File: config.mk
export PLATFORM = sky130hd
export DESIGN_NAME = clk_en_gen_multi
export DESIGN_NICKNAME = d
export VERILOG_FILES = /design/src/rtl/clk_gen_pkg.sv /design/src/rtl/clk_en_div_ch.sv /design/src/rtl/clk_en_gen_multi.sv
export SDC_FILE = /design/constraint.sdc
export NUM_CORES = 1
export LEC_CHECK = 0
export BUFFER_PORTS_ARGS = -buffer_cell sky130_fd_sc_hd__buf_2
export CAP_MARGIN = 20
export CORE_AREA = 2 2 134 136
export DETAILED_ROUTE_END_ITERATION = 8
export DIE_AREA = 0 0 136 138
export GPL_TIMING_DRIVEN = 0
export PLACE_DENSITY = 0.86
export SYNTH_ARGS = -nofsm -noshare
export SYNTH_HDL_FRONTEND = slang
export SYNTH_SLANG_ARGS = --single-unit
export TNS_END_PERCENT = 20
File: constraint.sdc
create_clock -name clk -period 4.37 [get_ports clk]
set_clock_uncertainty 0.15 [all_clocks]
set_input_delay 0.874 -clock clk [delete_from_list [all_inputs] [get_ports clk]]
set_output_delay 0.874 -clock clk [all_outputs]
set_load 0.1 [all_outputs]
File: src/rtl/clk_gen_pkg.sv
// Shared definitions for the clk_en_gen_multi divider channels: state encoding,
// default ratio width and the ratio normalisation helper.
package clk_gen_pkg;

    localparam int DIV_WIDTH_DEF = 8;

    typedef enum logic [1:0] {
        IDLE     = 2'b00,
        RUN      = 2'b01,
        STOPPING = 2'b10
    } ch_state_t;

    // A programmed ratio of 0 behaves as divide-by-1.
    function automatic logic [31:0] norm_ratio(input logic [31:0] r);
        return (r == 32'd0) ? 32'd1 : r;
    endfunction

endpackage

File: src/rtl/clk_en_div_ch.sv
// One divide-by-R clock-enable channel: counter, run FSM, shadow ratio and
// optional 16-bit tick statistic (enabled by CLK_EN_GEN_STAT_EN).
module clk_en_div_ch
    import clk_gen_pkg::*;
#(
    parameter int DIV_WIDTH = DIV_WIDTH_DEF
) (
    input  logic                 clk,
    input  logic                 rst_n,
    input  logic                 ch_en,
    input  logic [DIV_WIDTH-1:0] ratio,
    input  logic                 load,
    input  logic                 restart,
    output logic                 pending_next,
    output logic                 tick_o,
    output logic                 half_o,
    output logic                 run_o,
    output logic [15:0]          tick_cnt_o
);

    localparam logic [DIV_WIDTH-1:0] ONE = DIV_WIDTH'(1);

    ch_state_t            state_reg, state_next;
    logic [DIV_WIDTH-1:0] cnt_reg, cnt_next;
    logic [DIV_WIDTH-1:0] act_reg, act_next;
    logic [DIV_WIDTH-1:0] shadow_reg, shadow_next;
    logic                 pending_reg;
    logic                 tick_reg, half_reg, run_reg;
    logic                 run_next, tick_next, half_next, wrap;

    assign wrap = (cnt_reg == act_reg - ONE);

    always_comb begin
        state_next   = state_reg;
        cnt_next     = cnt_reg;
        act_next     = act_reg;
        shadow_next  = shadow_reg;
        pending_next = pending_reg;
        if (load) begin
            shadow_next  = ratio;
            pending_next = 1'b1;
        end
        if (restart) begin
            // Realignment: new ratios apply immediately, truncated period gives no tick.
            if (load)
                act_next = DIV_WIDTH'(norm_ratio(32'(ratio)));
            else if (pending_reg)
                act_next = DIV_WIDTH'(norm_ratio(32'(shadow_reg)));
            pending_next = 1'b0;
            cnt_next     = '0;
            case (state_reg)
                IDLE:    state_next = ch_en ? RUN : IDLE;
                RUN:     state_next = ch_en ? RUN : STOPPING;
                default: state_next = IDLE;
            endcase
        end else begin
            case (state_reg)
                IDLE: begin
                    cnt_next = '0;
                    if (pending_reg) begin
                        act_next     = DIV_WIDTH'(norm_ratio(32'(shadow_reg)));
                        pending_next = load;
                    end
                    if (ch_en)
                        state_next = RUN;
                end
                default: begin
                    if (wrap) begin
                        cnt_next = '0;
                        if (pending_reg) begin
                            act_next     = DIV_WIDTH'(norm_ratio(32'(shadow_reg)));
                            pending_next = load;
                        end
                        if (ch_en)
                            state_next = RUN;
                        else
                            state_next = (state_reg == STOPPING) ? IDLE : STOPPING;
                    end else begin
                        cnt_next   = cnt_reg + ONE;
                        state_next = ch_en ? RUN : STOPPING;
                    end
                end
            endcase
        end
    end

    // Outputs are registered from the next-state view so they line up with cnt.
    assign run_next  = (state_next != IDLE);
    assign tick_next = run_next && (cnt_next == act_next - ONE);
    assign half_next = run_next && (cnt_next < (act_next >> 1));

    always_ff @(posedge clk or negedge rst_n) begin
        if (!rst_n) begin
            state_reg   <= IDLE;
            cnt_reg     <= '0;
            act_reg     <= ONE;
            shadow_reg  <= '0;
            pending_reg <= 1'b0;
            tick_reg    <= 1'b0;
            half_reg    <= 1'b0;
            run_reg     <= 1'b0;
        end else begin
            state_reg   <= state_next;
            cnt_reg     <= cnt_next;
            act_reg     <= act_next;
            shadow_reg  <= shadow_next;
            pending_reg <= pending_next;
            tick_reg    <= tick_next;
            half_reg    <= half_next;
            run_reg     <= run_next;
        end
    end

    assign tick_o = tick_reg;
    assign half_o = half_reg;
    assign run_o  = run_reg;

`ifdef CLK_EN_GEN_STAT_EN
    logic [15:0] stat_reg;

    always_ff @(posedge clk or negedge rst_n) begin
        if (!rst_n)
            stat_reg <= '0;
        else if (tick_reg)
            stat_reg <= stat_reg + 16'd1;
    end

    assign tick_cnt_o = stat_reg;
`else
    assign tick_cnt_o = '0;
`endif

endmodule

File: src/rtl/clk_en_gen_multi.sv
// CH_NUM programmable clock-enable channels sharing one staged-config handshake
// and a global realign pulse. Define CLK_EN_GEN_STAT_EN for per-channel tick counts.
module clk_en_gen_multi
    import clk_gen_pkg::*;
#(
    parameter int CH_NUM    = 4,
    parameter int DIV_WIDTH = DIV_WIDTH_DEF
) (
    input  logic                        clk,
    input  logic                        rst_n,
    input  logic [CH_NUM-1:0]           ch_en,
    input  logic [CH_NUM*DIV_WIDTH-1:0] div_ratio,
    input  logic                        cfg_load,
    output logic                        cfg_busy,
    output logic                        cfg_err,
    input  logic                        sync_restart,
    output logic [CH_NUM-1:0]           tick_o,
    output logic [CH_NUM-1:0]           half_o,
    output logic [CH_NUM-1:0]           run_o,
    output logic [CH_NUM*16-1:0]        tick_cnt_o
);

    logic              cfg_busy_reg, cfg_err_reg;
    logic              capture;
    logic [CH_NUM-1:0] pend_next;

    // A realign pulse makes a load safe even while busy, since everything applies at once.
    assign capture = cfg_load && (!cfg_busy_reg || sync_restart);

    always_ff @(posedge clk or negedge rst_n) begin
        if (!rst_n) begin
            cfg_busy_reg <= 1'b0;
            cfg_err_reg  <= 1'b0;
        end else begin
            cfg_busy_reg <= |pend_next;
            cfg_err_reg  <= cfg_load && cfg_busy_reg && !sync_restart;
        end
    end

    assign cfg_busy = cfg_busy_reg;
    assign cfg_err  = cfg_err_reg;

    generate
        for (genvar gi = 0; gi < CH_NUM; gi++) begin : g_ch
            clk_en_div_ch #(
                .DIV_WIDTH(DIV_WIDTH)
            ) u_ch (
                .clk          (clk),
                .rst_n        (rst_n),
                .ch_en        (ch_en[gi]),
                .ratio        (div_ratio[gi*DIV_WIDTH +: DIV_WIDTH]),
                .load         (capture),
                .restart      (sync_restart),
                .pending_next (pend_next[gi]),
                .tick_o       (tick_o[gi]),
                .half_o       (half_o[gi]),
                .run_o        (run_o[gi]),
                .tick_cnt_o   (tick_cnt_o[gi*16 +: 16])
            );
        end
    endgenerate

endmodule

Word-level counts from Yosys, hierarchy flattened
Index checks and enable logic that the tools add are counted.

word-level totals
  register bits after elaboration = 122
  memory bits (writable) = 0
  word-level logic and storage cells = 193
  memories kept = 0
  output and inout port bits = 78
  latch bits = 0
  bits in read-only memories = 0

operators by class
  div/mod/pow operators = 0
  shift operators = 0
  multiply operators = 0
  equality and inequality tests = 16
  bitwise logic cells = 0
  reductions and logical operators = 31
  muxes and demuxes = 96
  magnitude comparators = 4
  add/subtract/negate cells = 12

operators by type and width
  operator                                                               count
  8-bit 2-to-1 mux                                                       40
  8-bit equality test                                                    8
  8-bit zero test                                                        8
  8-bit by 1-bit subtractor with 8-bit output, second input constant     8
  2-bit 2-to-1 mux                                                       28
  8-bit by 1-bit adder with 8-bit output, second input constant          4
  8-bit by 7-bit < comparator with 1-bit output                          4
  1-bit 2-to-1 mux                                                       24
  2-bit case mux with 2 select lines                                     4
  1-bit logical AND                                                      11
  2-bit by 1-bit equality test with 1-bit output, second input constant  4
  2-bit equality test, second input constant                             4
  2-bit zero test                                                        4
  2-bit nonzero test                                                     4
  4-bit OR reduction                                                     1
  1-bit zero test                                                        2
  1-bit logical OR                                                       1

Logic depth before layout (Yosys ltp)
  word-level depth = 9
  gate-level depth with buffers = 17
  depth with buffers taken out = 16

Cells and area by module
A second synthesis with hierarchy kept.

unflattened totals
  cell total of the unflattened synthesis = 1115
  area total of the unflattened synthesis = 9948.3 um^2

modules (own cells, without submodules)
  module                            times used  sequential area each (um^2)  cells each  area each (um^2)
  clk_en_div_ch (g_ch[1].u_ch ...)  2           752.0                        277         2476.1
  clk_en_div_ch (g_ch[0].u_ch)      1           752.0                        292         2517.4
  clk_en_div_ch (g_ch[3].u_ch)      1           752.0                        263         2403.6
  clk_en_gen_multi                  1           50.0                         6           75.1

Worst setup path before layout
OpenSTA, ideal clock, no wires.

  path kind = register to register
  start = register g_ch[3].u_ch.act_reg[2]
  end = register g_ch[3].u_ch.half_reg
  path buffers = 2
  arrival = 4.071 ns
  data required time = 4.155 ns
  cell stages (with the launch flop) = 17
  clock period less this slack = 4.286 ns
  library setup time = 0.065 ns
  slack = 0.084 ns
  cells stage by stage = dfrtp_1 -> buf_2 -> or4_1 -> or4b_1 -> a21oi_1 -> o31ai_1 -> buf_2 -> o21ai_2 -> nand2_1 -> mux2i_1 -> mux2i_1 -> inv_1 -> ha_1 -> a21o_1 -> a21o_1 -> a2111oi_0 -> o21a_1

between the ends
  word-level cells in the longest chain between the ends = 7

ends and longest elaborated chain
  item                                           line                  source
  start, declared                                clk_en_div_ch.sv:25   logic [DIV_WIDTH-1:0] act_reg, act_next;
  start signal, assigned                         clk_en_div_ch.sv:105  act_reg <= act_next;
  8-bit by 1-bit subtractor with 8-bit output    clk_en_div_ch.sv:31   assign wrap = (cnt_reg == act_reg - ONE);
  8-bit equality test                            clk_en_div_ch.sv:31
  8-bit 2-to-1 mux                               clk_en_div_ch.sv:68   if (wrap) begin
  8-bit 2-to-1 mux                               clk_en_div_ch.sv:57   case (state_reg)
  8-bit 2-to-1 mux                               clk_en_div_ch.sv:43   if (restart) begin
  named net g_ch[3].u_ch.act_next[5]             clk_en_div_ch.sv:25
  8-bit by 7-bit < comparator with 1-bit output  clk_en_div_ch.sv:90   assign half_next = run_next && (cnt_next < (act_next >> 1));
  1-bit logical AND                              clk_en_div_ch.sv:90
  named net g_ch[3].u_ch.half_next               clk_en_div_ch.sv:29   logic run_next, tick_next, half_next, wrap;
  end signal, assigned                           clk_en_div_ch.sv:109  half_reg <= half_next;
  end, declared                                  clk_en_div_ch.sv:28   logic tick_reg, half_reg, run_reg;

The timed path passes the listed nets, and every way through them passes these cells.
A chain may end at the register's enable or synchronous reset.

Worst setup path after layout
  start = register g_ch[2].u_ch.act_reg[0]
  end = register g_ch[2].u_ch.tick_reg

between the ends
  word-level cells in the longest chain between the ends = 8

ends and longest elaborated chain
  item                                         line                  source
  start, declared                              clk_en_div_ch.sv:25
  start signal, assigned                       clk_en_div_ch.sv:105
  8-bit by 1-bit subtractor with 8-bit output  clk_en_div_ch.sv:31
  8-bit equality test                          clk_en_div_ch.sv:31
  8-bit 2-to-1 mux                             clk_en_div_ch.sv:68
  8-bit 2-to-1 mux                             clk_en_div_ch.sv:57
  8-bit 2-to-1 mux                             clk_en_div_ch.sv:43
  named net g_ch[2].u_ch.act_next[4]           clk_en_div_ch.sv:25
  8-bit by 1-bit subtractor with 8-bit output  clk_en_div_ch.sv:89   assign tick_next = run_next && (cnt_next == act_next - ONE);
  8-bit equality test                          clk_en_div_ch.sv:89
  1-bit logical AND                            clk_en_div_ch.sv:89
  named net g_ch[2].u_ch.tick_next             clk_en_div_ch.sv:29
  end signal, assigned                         clk_en_div_ch.sv:108  tick_reg <= tick_next;
  end, declared                                clk_en_div_ch.sv:28

The timed path passes the listed nets, and every way through them passes these cells.

==> results.toml <==
[run_status]
status = "complete, no violations"

[sta]
min_period_ns = 4.32
finalCritPeriodShare = 0.988
hold_violations = 0
worst_slew_pin_slew_ns = 1.13
slew_violations = 0
setup_ws_ns = 0.0520
max_slew_margin = 0.238
rsz0062_at_grt = "true"
fmax_ghz = 0.232
finalSetupViolCount = 0

[power]
p_clk_frac = 0.320
total_power_mw = 4.93
switching_power_mw = 1.92
p_sw_frac = 0.390
p_int_mw = 3.01
leakage_nw = 5.05
p_seq_frac = 0.299
power_density_mw_per_mm2 = 453
p_comb_frac = 0.381
peakVddDrop_mv = 0.354

[die]
die_area_mm2 = 0.0188
io_pins = 118
core_region_area_mm2 = 0.0175
num_rows = 49
initial_core_util = 0.528
die_x_um = 136
die_h_um = 138

[finish]
area_growth_pct = 17.6
fin_nets = 1267
design_area_mm2 = 0.0109
layout-drive-gt1-share = 0.211
fillerInstances = 1411
diodes = 0

[yosys]
ys_types = 86
synth-main-ff-cell = "dfrtp_1"
yosysTopAreaCellShare = 0.319
synth_edf_count = 0
synth_area_leaders = "dfrtp_1 32%, buf_4 6.2%, ha_1 4.9%"
synthTopCellsByCount = "118 x dfrtp_1, 89 x nor2_1, 76 x buf_4, 75 x nand2_1, 55 x inv_1"
syn_area_mm2 = 0.00926
synth_top_area_cell = "dfrtp_1"
async_flop_share = 1.00
synth_seq_area_share = 0.330
synth_warnings = 0
yosysMostFrequentCell = "dfrtp_1"
synth-seq-cells = 122
avgSynthCellArea_um2 = 8.83
syn_inst = 1048

[critical_path]
start_kind = "flop"
crit_required_ns = 4.56
critPathCaptureType = "flop"
crit_type = "flop to flop"
arrival_ns = 4.51
path_max_fanout = 5
rrSetupSlack_ns = 0.05

[placement]
place_ws_ns = -0.745
placed_area_mm2 = 0.0101
gp_congestion = 0.876
dp_hpwl_um = 17800
port_buffers = 53

[route]
ant_nets = 0
routedWlPerCell_um = 17.3
wl_um = 24800
drc = 0
drt_iter0_drc = 913
drt-vias-per-instance = 5.88
vias = 8421
first_pass_iters = 9

[worst_hold_path]
hold_path_class = "input pin to async pin"

[global_route]
grt-ovfl-total = 0
antenna_found_initial = 0
grt_pass1_vias = 8020
grt_use_total = 0.265
grt_max_degree = 76
grt_pass1_wl_um = 39800

[cts]
tritoncts = "yes"
clk_latency_ns = 0.43
max-clock-path-buffers = 2
cts_hold_buf = 0
root_buffer = "clkbuf_16"
clk_pin_slew_ns = 0.05
cts_sinks = 122
cts_made_buffers = 17
h-tree-depth = 4

[job]
cap_violations = 0
==> critical path, cell delays in order, from the launching register on <==
cell and delay [ns]:
dfstp_2 0.59, inv_1 0.08, ha_1 0.31, xor2_1 0.19, nand3_1 0.16, nor4b_4 0.41, a211o_1 0.27, o21ai_4 0.14
a221oi_4 0.43, inv_2 0.10, or4_4 0.55, or4_4 0.56, a221oi_2 0.27
==> cell usage in the layout (no fill, tap or decap), types with 28 or more instances in the layout <==
| cell | n |
|---|---|
| o21ai_0 | 28 |
| nand2_1 | 74 |
| mux2_2 | 33 |
| nand3_1 | 38 |
| xnor2_1 | 46 |
| a21oi_1 | 50 |
| conb_1 | 64 |
| xor2_1 | 39 |
| ha_1 | 36 |
| buf_2 | 56 |
| dfrtp_1 | 118 |
| mux2i_1 | 32 |
| buf_4 | 83 |
| nor3_1 | 31 |
| clkbuf_1 | 29 |
| inv_1 | 54 |
| nor2_1 | 89 |
==> cells by family after synthesis <==
| kind of cell | share of synthesized area |
|---|---|
| adders and majority gates | 0.0487 |
| AOI/OAI and AO/OA | 0.158 |
| muxes | 0.0792 |
| buffers and inverters | 0.103 |
| other | 0.000405 |
| DFF | 0.330 |
| and+or+nand+nor | 0.201 |
| xor gates and xnor gates | 0.0804 |
==> cell type report <==
cell class                 instances  area [um^2]  share of cell area
sequential                       122         3060               0.281
timing repair buffer              61          352              0.0323
tap                              229          287              0.0263
multi-input combinational        813         5580               0.513
clock buffer                      24          482              0.0443
clock inverter                     8          165              0.0152
buffer                           113          718              0.0660
inverter                          63          236              0.0217
==> power groups by stage <==
| stage | Clock (mW) | Sequential (mW) | Combinational, mW |
|---|---|---|---|
| after floorplan | 0 | 1.44 | 1.43 |
| after global placement | 0 | 1.47 | 1.71 |
| after detailed placement | 0 | 1.48 | 1.78 |
| after CTS | 1.58 | 1.46 | 1.81 |
| after global routing | 1.64 | 1.49 | 2.03 |
| final | 1.58 | 1.47 | 1.88 |
==> timing repair <==
action / 4_1_cts / 5_1_grt
endpoints found under the hold margin: 0 / 0
resized for setup: 5 / 17
pin swaps: 3 / 6
setup endpoints to repair: 2 / 7
buffers inserted: 1 / 6
==> stage by stage <==
stage	std cells	hold slack [ns]	utilization	TNS, ns
2_1_floorplan	1111	0.296	-	0
3_3_place_gp	1393	0.316	0.573	-1.23
3_5_place_dp	1394	0.318	0.575	-1.29
4_1_cts	1427	0.236	0.614	0
5_1_grt	1433	0.257	0.621	-0.129
6_report	1433	0.223	0.621	0
==> worst paths after layout <==
path,end,cells past startpoint,start
min in group clk,g_ch[3].u_ch.shadow_reg[0]$_DFFE_PN0P_,2,g_ch[3].u_ch.shadow_reg[0]$_DFFE_PN0P_
worst max register to register,g_ch[2].u_ch.tick_o$_DFF_PN0_,12,g_ch[2].u_ch.act_reg[0]$_DFF_PN1_
worst min-delay path,g_ch[3].u_ch.run_o$_DFF_PN0_,1,rst_n
worst min register to register,g_ch[3].u_ch.shadow_reg[0]$_DFFE_PN0P_,2,g_ch[3].u_ch.shadow_reg[0]$_DFFE_PN0P_
worst max-delay path,g_ch[2].u_ch.tick_o$_DFF_PN0_,12,g_ch[2].u_ch.act_reg[0]$_DFF_PN1_
max in group asynchronous,g_ch[1].u_ch.act_reg[0]$_DFF_PN1_,2,rst_n
==> routing by layer <==
metal | vias up | part of all wire | global-route usage
met1 | 4054 | 0.40 | 0.342
met3 | 72 | 0.084 | 0.0576
li1 | 3891 | - | -
met5 | - | 0 | 0
met4 | 0 | 0.029 | 0.115
met2 | 404 | 0.48 | 0.428
No activity file was read; power rests on OpenSTA's default activity.
